## src/rtl/tas_ram_wr_ctrl.sv

```systemverilog
// Read-side controller for the clk_50 temperature path: averages NUM_AVG FIFO
// samples and writes each truncated average to RAM at a descending address.
module tas_ram_wr_ctrl #(
    parameter int                DATA_W     = 8,
    parameter int                ADDR_W     = 11,
    parameter int                NUM_AVG    = 4,
    parameter int                LOG2_AVG   = 2,
    parameter logic [ADDR_W-1:0] ADDR_START = ADDR_W'(2047)
) (
    input  logic              clk_50,
    input  logic              reset,
    input  logic              fifo_empty,
    input  logic [DATA_W-1:0] fifo_data,
    output logic              fifo_rd,
    output logic              ram_wr_n,
    output logic [DATA_W-1:0] ram_data,
    output logic [ADDR_W-1:0] ram_addr
);

    localparam int ACC_W = DATA_W + LOG2_AVG;
    localparam int CNT_W = (LOG2_AVG > 0) ? LOG2_AVG : 1;

    typedef enum logic [2:0] {
        IDLE,
        RD,
        CAP,
        SETUP,
        WR,
        HOLD
    } state_t;

    state_t            state_q, state_d;
    logic [ACC_W-1:0]  acc_q, acc_d;
    logic [ACC_W-1:0]  sum;
    logic [CNT_W-1:0]  cnt_q, cnt_d;
    logic              fifo_rd_q, fifo_rd_d;
    logic              ram_wr_n_q, ram_wr_n_d;
    logic [DATA_W-1:0] ram_data_q, ram_data_d;
    logic [ADDR_W-1:0] ram_addr_q, ram_addr_d;

    // acc is LOG2_AVG bits wider than a sample, so the full sum never wraps.
    assign sum = acc_q + ACC_W'(fifo_data);

    always_comb begin
        state_d    = state_q;
        acc_d      = acc_q;
        cnt_d      = cnt_q;
        fifo_rd_d  = 1'b0;
        ram_wr_n_d = 1'b1;
        ram_data_d = ram_data_q;
        ram_addr_d = ram_addr_q;
        unique case (state_q)
            IDLE: begin
                if (!fifo_empty) begin
                    state_d   = RD;
                    fifo_rd_d = 1'b1;
                end
            end
            RD: begin
                state_d = CAP;
            end
            CAP: begin
                if (cnt_q == CNT_W'(NUM_AVG - 1)) begin
                    ram_data_d = sum[ACC_W-1:LOG2_AVG];
                    acc_d      = '0;
                    cnt_d      = '0;
                    state_d    = SETUP;
                end else begin
                    acc_d   = sum;
                    cnt_d   = cnt_q + CNT_W'(1);
                    state_d = IDLE;
                end
            end
            SETUP: begin
                ram_wr_n_d = 1'b0;
                state_d    = WR;
            end
            WR: begin
                state_d = HOLD;
            end
            HOLD: begin
                // Address only moves after the hold cycle, so it is stable around the strobe.
                ram_addr_d = (ram_addr_q == '0) ? ADDR_START : ram_addr_q - ADDR_W'(1);
                state_d    = IDLE;
            end
            default: begin
                state_d = IDLE;
            end
        endcase
    end

    always_ff @(posedge clk_50) begin
        if (reset) begin
            state_q    <= IDLE;
            acc_q      <= '0;
            cnt_q      <= '0;
            fifo_rd_q  <= 1'b0;
            ram_wr_n_q <= 1'b1;
            ram_data_q <= '0;
            ram_addr_q <= ADDR_START;
        end else begin
            state_q    <= state_d;
            acc_q      <= acc_d;
            cnt_q      <= cnt_d;
            fifo_rd_q  <= fifo_rd_d;
            ram_wr_n_q <= ram_wr_n_d;
            ram_data_q <= ram_data_d;
            ram_addr_q <= ram_addr_d;
        end
    end

    assign fifo_rd  = fifo_rd_q;
    assign ram_wr_n = ram_wr_n_q;
    assign ram_data = ram_data_q;
    assign ram_addr = ram_addr_q;

endmodule

```

## config.mk

```make
export PLATFORM = sky130hd
export DESIGN_NAME = tas_ram_wr_ctrl
export DESIGN_NICKNAME = d
export VERILOG_FILES = /design/src/rtl/tas_ram_wr_ctrl.sv
export SDC_FILE = /design/constraint.sdc
export NUM_CORES = 1
export LEC_CHECK = 0
export BUFFER_PORTS_ARGS = -buffer_cell sky130_fd_sc_hd__buf_2
export CORE_MARGIN = 1
export CORE_UTILIZATION = 55
export CTS_CLUSTER_SIZE = 40
export DETAILED_ROUTE_END_ITERATION = 12
export GPL_ROUTABILITY_DRIVEN = 0
export PLACE_DENSITY = 0.78
export SLEW_MARGIN = 30
export SYNTH_ARGS = -nofsm -noshare
export SYNTH_HDL_FRONTEND = slang
export SYNTH_SLANG_ARGS = --single-unit
```

## constraint.sdc

```tcl
create_clock -name clk_50 -period 2.7 [get_ports clk_50]
set_input_delay 0.135 -clock clk_50 [delete_from_list [all_inputs] [get_ports clk_50]]
set_output_delay 0.135 -clock clk_50 [all_outputs]
set_load 0.05 [all_outputs]
```

==> results of run 1 <==
## placed cells by master, fill, tap and decap left out, types with 3 or more instances in the layout
master    instances
xor2_1            6
nor2_1           21
a21o_1            4
ha_1             10
nor4_1            3
a21oi_1          23
o211ai_1          3
nand3b_1          5
dfxtp_1          36
nor3_1            8
or4_1             6
clkbuf_4          5
o21ai_0           4
nand2_1          30
inv_1             8
buf_2            31
xnor2_1           5
nand3_1          13
nand2b_1          3
## kinds of logic after synthesis
logic type	Yosys count	share of synthesized area (%)
XOR/XNOR	11	5.19
multiplexers	1	0.606
flip-flops	36	38.8
adder cells (fa/ha/maj)	11	7.81
AO/OA/AOI/OAI	44	14.1
buffers and inverters	19	4.38
AND/OR/NAND/NOR	103	29.1
## registers in the layout, summed over array words and instances, names as in the netlist
register / cells
ram_addr: 11
ram_wr_n: 1
cnt_q: 2
fifo_rd: 1
acc_q: 10
ram_data: 8
state_q: 3
## layout make-up
cell class	instances	area, um2
repair buffers	32	165
flip-flops and latches	36	721
clock inverters	3	18.8
multi-input cells	170	1060
clock buffers	5	37.5
well taps	44	55.1
fillers	282	1040
inverters	8	30.0
## layer usage
layer	global-route usage [%]	up-vias	share of wire [%]
li1	-	853	-
met5	0	-	0
met2	33.4	31	44
met3	6.06	6	3.2
met4	10.6	0	1.4
met1	30.3	745	51
## through the flow
step           cell area, um2  setup WS, ns  hold WS (ns)
3_5_place_dp             2020         0.501         0.327
3_3_place_gp             2020         0.560         0.329
6_report                 2080         0.452         0.246
2_1_floorplan            1860         0.692         0.212
4_1_cts                  2080         0.468         0.247
5_1_grt                  2080         0.232         0.285
## final timing paths
kind | start | cells after the start | end
max | acc_q[0] | 8 | acc_q[8]
max reg2reg | acc_q[0] | 8 | acc_q[8]
min reg2reg | ram_data[1] | 2 | ram_data[1]
min | fifo_data[0] | 5 | acc_q[0]
## worst min-delay path, delay by kind of cell
kind | cells | cell delay [ns]
buffers and inverters | 1 | 0.08
AO/OA/AOI/OAI | 1 | 0.04
adder cells (fa/ha/maj) | 1 | 0.11
AND/OR/NAND/NOR | 2 | 0.21
## repair_timing
action	4_1_cts	5_1_grt
setup endpoints to repair	0	0
hold buffers	1	0
hold endpoints to repair	1	0
## report_power, final
part	internal, uW	total (uW)	switching [uW]	leakage, uW
combinational	41.5	102	60.1	0.000518
sequential	542	554	11.9	0.000292
clock	100	295	195	0.0000349
==> results.md, run 1 <==
- The most area-hungry cell type in the Yosys netlist is dfxtp_1.
- Of the cells placed in the final design, the portion with a size suffix greater than 1 is 17.3%.
- STA classifies the critical path startpoint as a flip-flop.
- The starting DRC count in detailed routing is 66.
- The post-synthesis cell area is 1860 um2.
- The cell repeated most along the worst path is a21oi_1.
- Broken down by cell family, the worst path's largest delay share belongs to compound AO/OA/AOI/OAI gates.
- The dominant register cell in the synthesized netlist is dfxtp_1.
- CTS built an H-tree with a depth of 2.
- Static timing analysis puts the maximum clock frequency at 445 MHz.
- The routed length per instance is 12.4 um.
- The max-cap violation count is 0.
- The clock latency at the later pin of the worst-skew pair is 0.35 ns.
- In the post-synthesis netlist, the biggest area contributors are dfxtp_1, ha_1, a21oi_1.
- TritonCTS built the clock tree.
- In this run the power density over the cells is 456 nW/um2.
- Input and output buffers added on the ports amount to 31.
- The flow ran to the end, and the final reports show no timing, DRC or antenna violations.
- The pin count of the biggest net entering global routing is 38.
- The detailed router placed 1635 vias in this run.
- The final hold violation count is 0.
- The setup slack of the worst register-to-register path is 0.45 ns.
- Setup repair after global routing left no endpoint under its margin.
- The die is 60.1 um tall.
- For this run, the number of Yosys warnings is 0.
- The area of the die is 3610 um2.
- The floorplan has 20 rows.
- Counting distinct cell types in the post-synthesis netlist gives 40.
- Post-CTS timing repair inserted 0 buffers for setup.
- For the worst setup path, the data arrival time is 2.53 ns.
- The count of instances resized after the clock tree is built is 0.
- The via count of the first global-routing pass came to 1375.
- The global routing usage summed across all routing layers is 22.6%.
- The number of placed instances, taps included is 289.
- The routed design has 3710 um of wire.
- The boundary pin count is 32.
- The final max-slew violation count is 0.
- For the pin with the worst max-slew slack, the measured transition is 0.590 ns.
- Among all stages on the critical path, the largest delay is contributed by or4_1.
- The initial antenna violation count is 0.
- The total of flip-flops plus latches after synthesis is 36.
- Setup violations remaining at the end of the flow were counted as 0.
- The final net count is 275.
- In the routed design, unresolved DRC markers number 0.
- Of all flip-flops after synthesis, the portion carrying an async set or reset was 0%.
- The clock sink count is 36.
- The die is 60.1 um wide.
- Power comes to 951 uW.
- The clock arrives with 0.00848 ns of skew.
- The core region is 3130 um2.
- For this run, the number of standard cells in the final layout without fillers is 298.
- The tightest slew margin relative to the limit is 60.7%.
- The number of detailed-routing iterations run before antenna repair is 4.
- The global-route congestion overflow total is 0.
- The area share of the largest cell type after synthesis is 38.8%.
- The end-of-flow core utilization is 66.6%.
- After routing, the total negative slack on setup checks comes to 0 ns.
- The final HPWL from detailed placement is 2560 um.
- The critical path required time is 2.98 ns.
- The type of the worst setup path is flip-flop to flip-flop.
- The number of cells produced by synthesis is 225.
- The via count normalized by instance count is 5.49.
- The share of the Yosys chip area taken by registers is 38.8%.
- The starting density of the core is 59.4%.
- The number of antenna diodes is 0.
- The number of CTS-inserted buffers is 5.
- For the finished layout, the period the worst path requires is 2.25 ns.
- The clock passes through at most 2 buffers.
- The number of buffers and inverters on the critical path is 1.
- The post-synthesis to final-layout area growth is 12.1%.
- The number of enable flip-flop cells after synthesis is 0.
- The root buffer cell is clkbuf_4.
- The clock input transition at the sequential cells of the worst setup and hold paths is 0.12 ns.
- Yosys instantiated no cell more often than dfxtp_1.
- A synthesized cell averages 8.26 um2.
- The capturing element type of the critical path is a flip-flop.
- The leakage component of the power is 0.000845 uW.
- The first global-routing pass estimated 6020 um of wire.
- The commonest cells after synthesis are dfxtp_1, nand2_1, a21oi_1.
- The peak ir drop on the vdd network is 0.000335 V.
- The number of nets produced by synthesis is 247.
- In this run the worst hold path is classified as primary input to flip-flop.
- On the worst path, the slowest cell contributes a delay of 0.41 ns.
- The number of nets with antenna violations after routing is 0.
- Of all nets on the critical path, the largest fanout is 4.
- The critical path goes through ha_1 > inv_1 > fa_1 > nand2b_1 > a21oi_1 > a21oi_1 > or4_1 > a21oi_1.
- Dividing the final minimum period by the clock period gives 83.3%.
(Power assumes the default switching activity.)
==> run 2: changes to the inputs <==
--- a/config.mk
+++ b/config.mk
@@ -7,11 +7,11 @@
 export LEC_CHECK = 0
 export BUFFER_PORTS_ARGS = -buffer_cell sky130_fd_sc_hd__buf_2
 export CORE_MARGIN = 1
-export CORE_UTILIZATION = 55
+export CORE_UTILIZATION = 50
 export CTS_CLUSTER_SIZE = 40
 export DETAILED_ROUTE_END_ITERATION = 12
 export GPL_ROUTABILITY_DRIVEN = 0
-export PLACE_DENSITY = 0.78
+export PLACE_DENSITY = 0.75
 export SLEW_MARGIN = 30
 export SYNTH_ARGS = -nofsm -noshare
 export SYNTH_HDL_FRONTEND = slang
==> constraint.sdc (replaced) <==
create_clock -name clk_50 -period 1.9 [get_ports clk_50]
set_input_delay 0.095 -clock clk_50 [delete_from_list [all_inputs] [get_ports clk_50]]
set_output_delay 0.095 -clock clk_50 [all_outputs]
set_load 0.05 [all_outputs]
==> run 2 against run 1 <==
Effect of this change:
- wire length is 8.4% higher
- clock-buffer cell count is 2 higher
- via count is 5.7% higher
- critical path type unchanged
- largest cell class unchanged
- highest routed layer unchanged
- critical endpoint unchanged
- critical path depth stayed put
- register-to-register slack worse by 0.47 ns
- the flow now finishes with violations (negative setup slack)
- setup slack worse by 0.47 ns
- global-route usage is 0.69 points lower
- cell count is 6.0% higher
- sequential share of layout area is 3.6 points lower
- first-iteration DRC count is 65% higher
- final area is 12% higher
- fmax is 17% higher
==> results.md, run 2 (synthesis gave the netlist of run 1 again) <==
- The filler cell count in the final layout is 286 (+1.4%).
- The total wire length is 4020 um (+8.4%).
- The post-route DRC violation count is 0 (unchanged).
- The final hold violation count came to 0 (unchanged).
- The final period utilization is 101% (+18 points).
- The height of the chip is 63.0 um (+4.7%).
- The placed standard-cell area is 2170 um2 (+7.8%).
- The peak ir drop on the vdd network is 0.000457 V (+36%).
- The last element of the critical path is acc_q[8].
- The initial antenna violation count is 0 (unchanged).
- The number of nets with antenna violations after routing is 0 (unchanged).
- The number of cells traversed by the worst register-to-register path was 8 (unchanged).
- The starting DRC count in detailed routing is 109 (+65%).
- The area of the die is 3960 um2 (+9.7%).
- The cell repeated most along the worst path is a21oi_2.
- The boundary pin count was 32 (unchanged).
- The final HPWL from detailed placement is 2760 um (+7.6%).
- The total of endpoints with negative setup slack in the final report came to 1 (+1).
- The cell row count is 21 (+5.0%).
- The maximum number of buffers from clock root to sink is 2 (unchanged).
- The worst-case setup slack after placement is -0.0633 ns (-0.565 ns).
- The sequential cell area in the final layout is 722 um2 (+0.17%).
- The root buffer cell is clkbuf_8.
- The max-cap violation count was 0 (unchanged).
- The post-synthesis to final-layout area growth is 25.2%.
- The flow ran to the end, but the final reports show violations.
- The cell area after layout is 2330 um2 (+12%).
- The power per cell area is 667 nW/um2 (+46%).
- The final reports fail on negative setup slack.
- The class of the worst hold path is primary input to flip-flop.
- The leakage component of the power is 0.000962 uW (+14%).
- The peak clock frequency supported by timing is 520 MHz (+17%).
- The clock sink count came to 36 (unchanged).
- The type of the worst setup path is flip-flop to flip-flop.
- The launch point of the worst path is acc_q[0].
- The number of antenna diodes is 0 (unchanged).
- The pin count of the biggest net entering global routing is 38 (unchanged).
- The largest fanout of any net on the critical path is 4 (unchanged).
- The clock latency at the later pin of the worst-skew pair is 0.29 ns (-0.06 ns).
- The global-route congestion overflow total was 0 (unchanged).
- The number of CTS-inserted buffers is 5 (unchanged).
- The final max-slew violation count is 0 (unchanged).
- The count of input and output buffers is 31 (unchanged).
- The number of logic stages on the critical path including buffering is 8 (unchanged).
- The startpoint identified for the worst register-to-register timing path is acc_q[0].
- The routed length per instance is 12.7 um (+2.3%).
- The most common cell after layout, fill and taps aside is dfxtp_1.
- The number of detailed-routing iterations run before antenna repair is 4 (unchanged).
- The capturing element type of the critical path is a flip-flop.
- The critical path goes through ha_4 > inv_2 > fa_2 > nand2b_4 > a21oi_4 > a21oi_2 > or4_1 > a21oi_2.
- The width of the chip was 63.0 um (+4.7%).
- The total core area is 3440 um2 (+10%).
- The flip-flop count of the largest register after layout is 11 (unchanged).
- The buffering stage count on the worst path with inverters included is 1 (unchanged).
- The share of post-route cells with drive strength above 1 came to 27.0% (+9.7 points).
- The starting density of the core is 54.0% (-5.4 points).
- The least setup slack across all paths after layout is -0.0228 ns (-0.474 ns).
- The endpoint of the most critical register-to-register path is acc_q[8].
- Setup repair after global routing could not meet its margin everywhere.
- The first-pass GRT wire length is 6860 um (+14%).
- The via count of the routed design is 1729 (+5.7%).
- The critical path required time was 2.13 ns (-0.85 ns).
- The worst clock skew is 0.00862 ns (+0.000143 ns).
- The via count normalized by instance count was 5.47 (-0.27%).
- In the layout the commonest cells are dfxtp_1, buf_2, nand2_1, nor2_1, a21oi_1.
- The critical path arrival is 2.15 ns (-0.38 ns).
- The highest cell delay on the worst timing path came to 0.43 ns (+0.02 ns).
- The area occupied by multi-input gates is 1130 um2 (+7.0%).
- The actual slew at the worst max-slew pin is 0.622 ns (+0.0324 ns).
- The tightest slew margin relative to the limit is 58.5% (-2.2 points).
- The final critical delay including setup and external delays is 1.92 ns (-0.326 ns).
- The clock input transition at the sequential cells of the worst setup and hold paths is 0.07 ns (-0.05 ns).
- The via count of the first global-routing pass is 1551 (+13%).
- The setup slack of the worst register-to-register path is -0.02 ns (-0.47 ns).
- The final net count is 292 (+6.2%).
- Broken down by cell family, the worst path's largest delay share belongs to simple AND/OR/NAND/NOR gates.
- The slowest stage of the critical path belongs to the cell or4_1.
- STA classifies the critical path startpoint as a flip-flop.
- TritonCTS built the clock tree.
- The number of levels the H-tree was split into is 2 (unchanged).
- The global routing usage summed across all routing layers is 21.9% (-0.69 points).
==> run 2: changes by cell type in the layout (fill, tap and decap cells not counted), sizes merged <==
cell	before	now
clkbuf	5	7
clkinv	3	0
dlygate4sd3	1	0
buf	31	49
==> run 2: through the flow <==
step                      instances  setup TNS, ns  util [%]  hold slack [ns]  total power (uW)
after floorplan                 225              0         -            0.172               922
after global placement          306              0      63.2            0.298               968
final                           316        -0.0228      67.6          0.00332              1550
after CTS                       314        -0.0271      66.5         0.000816              1550
after global routing            316         -0.179      67.6         0.000574              1620
after detailed placement        306        -0.0875      63.2            0.298               971
==> run 2: worst min-delay path by stage <==
stage	from	end	slack (ns)	cells after the start
finish	fifo_empty	fifo_rd	0.003	2
CTS	fifo_empty	fifo_rd	0.0008	2
global route	fifo_empty	fifo_rd	0.0006	2
floorplan	fifo_empty	fifo_rd	0.17	1
detailed placement	fifo_empty	fifo_rd	0.30	2
global placement	fifo_empty	fifo_rd	0.30	2
==> run 2: metal layers <==
layer | GRT usage, % | routed length (um) | vias to the layer above
met5 | 0 | 0 | -
met4 | 9.01 | 58 | 0
met3 | 4.56 | 178 | 8
met2 | 35.2 | 1850 | 37
met1 | 28.3 | 1930 | 804
li1 | - | - | 880
==> run 2: area by class of cell <==
class                           count  area share [%]
Sequential cell                    36            31.0
Multi-Input combinational cell    170            48.6
Tap cell                           46            2.47
Timing Repair Buffer               49            12.5
Clock buffer                        7            4.14
Inverter                            8            1.29
==> run 2: timing repair <==
action / in CTS / in global routing
hold buffers: 0 / 0
gates cloned: 0 / 0
pin swaps: 4 / 3
gates resized for setup: 3 / 4
endpoints found under the setup margin: 2 / 3
setup buffers: 1 / 2
==> run 2: power by group <==
group	switching, uW	total [uW]	internal, uW	leakage (uW)
Combinational	104	182	78.3	0.000620
Clock	263	585	323	0.0000503
Sequential	14.0	784	770	0.000292
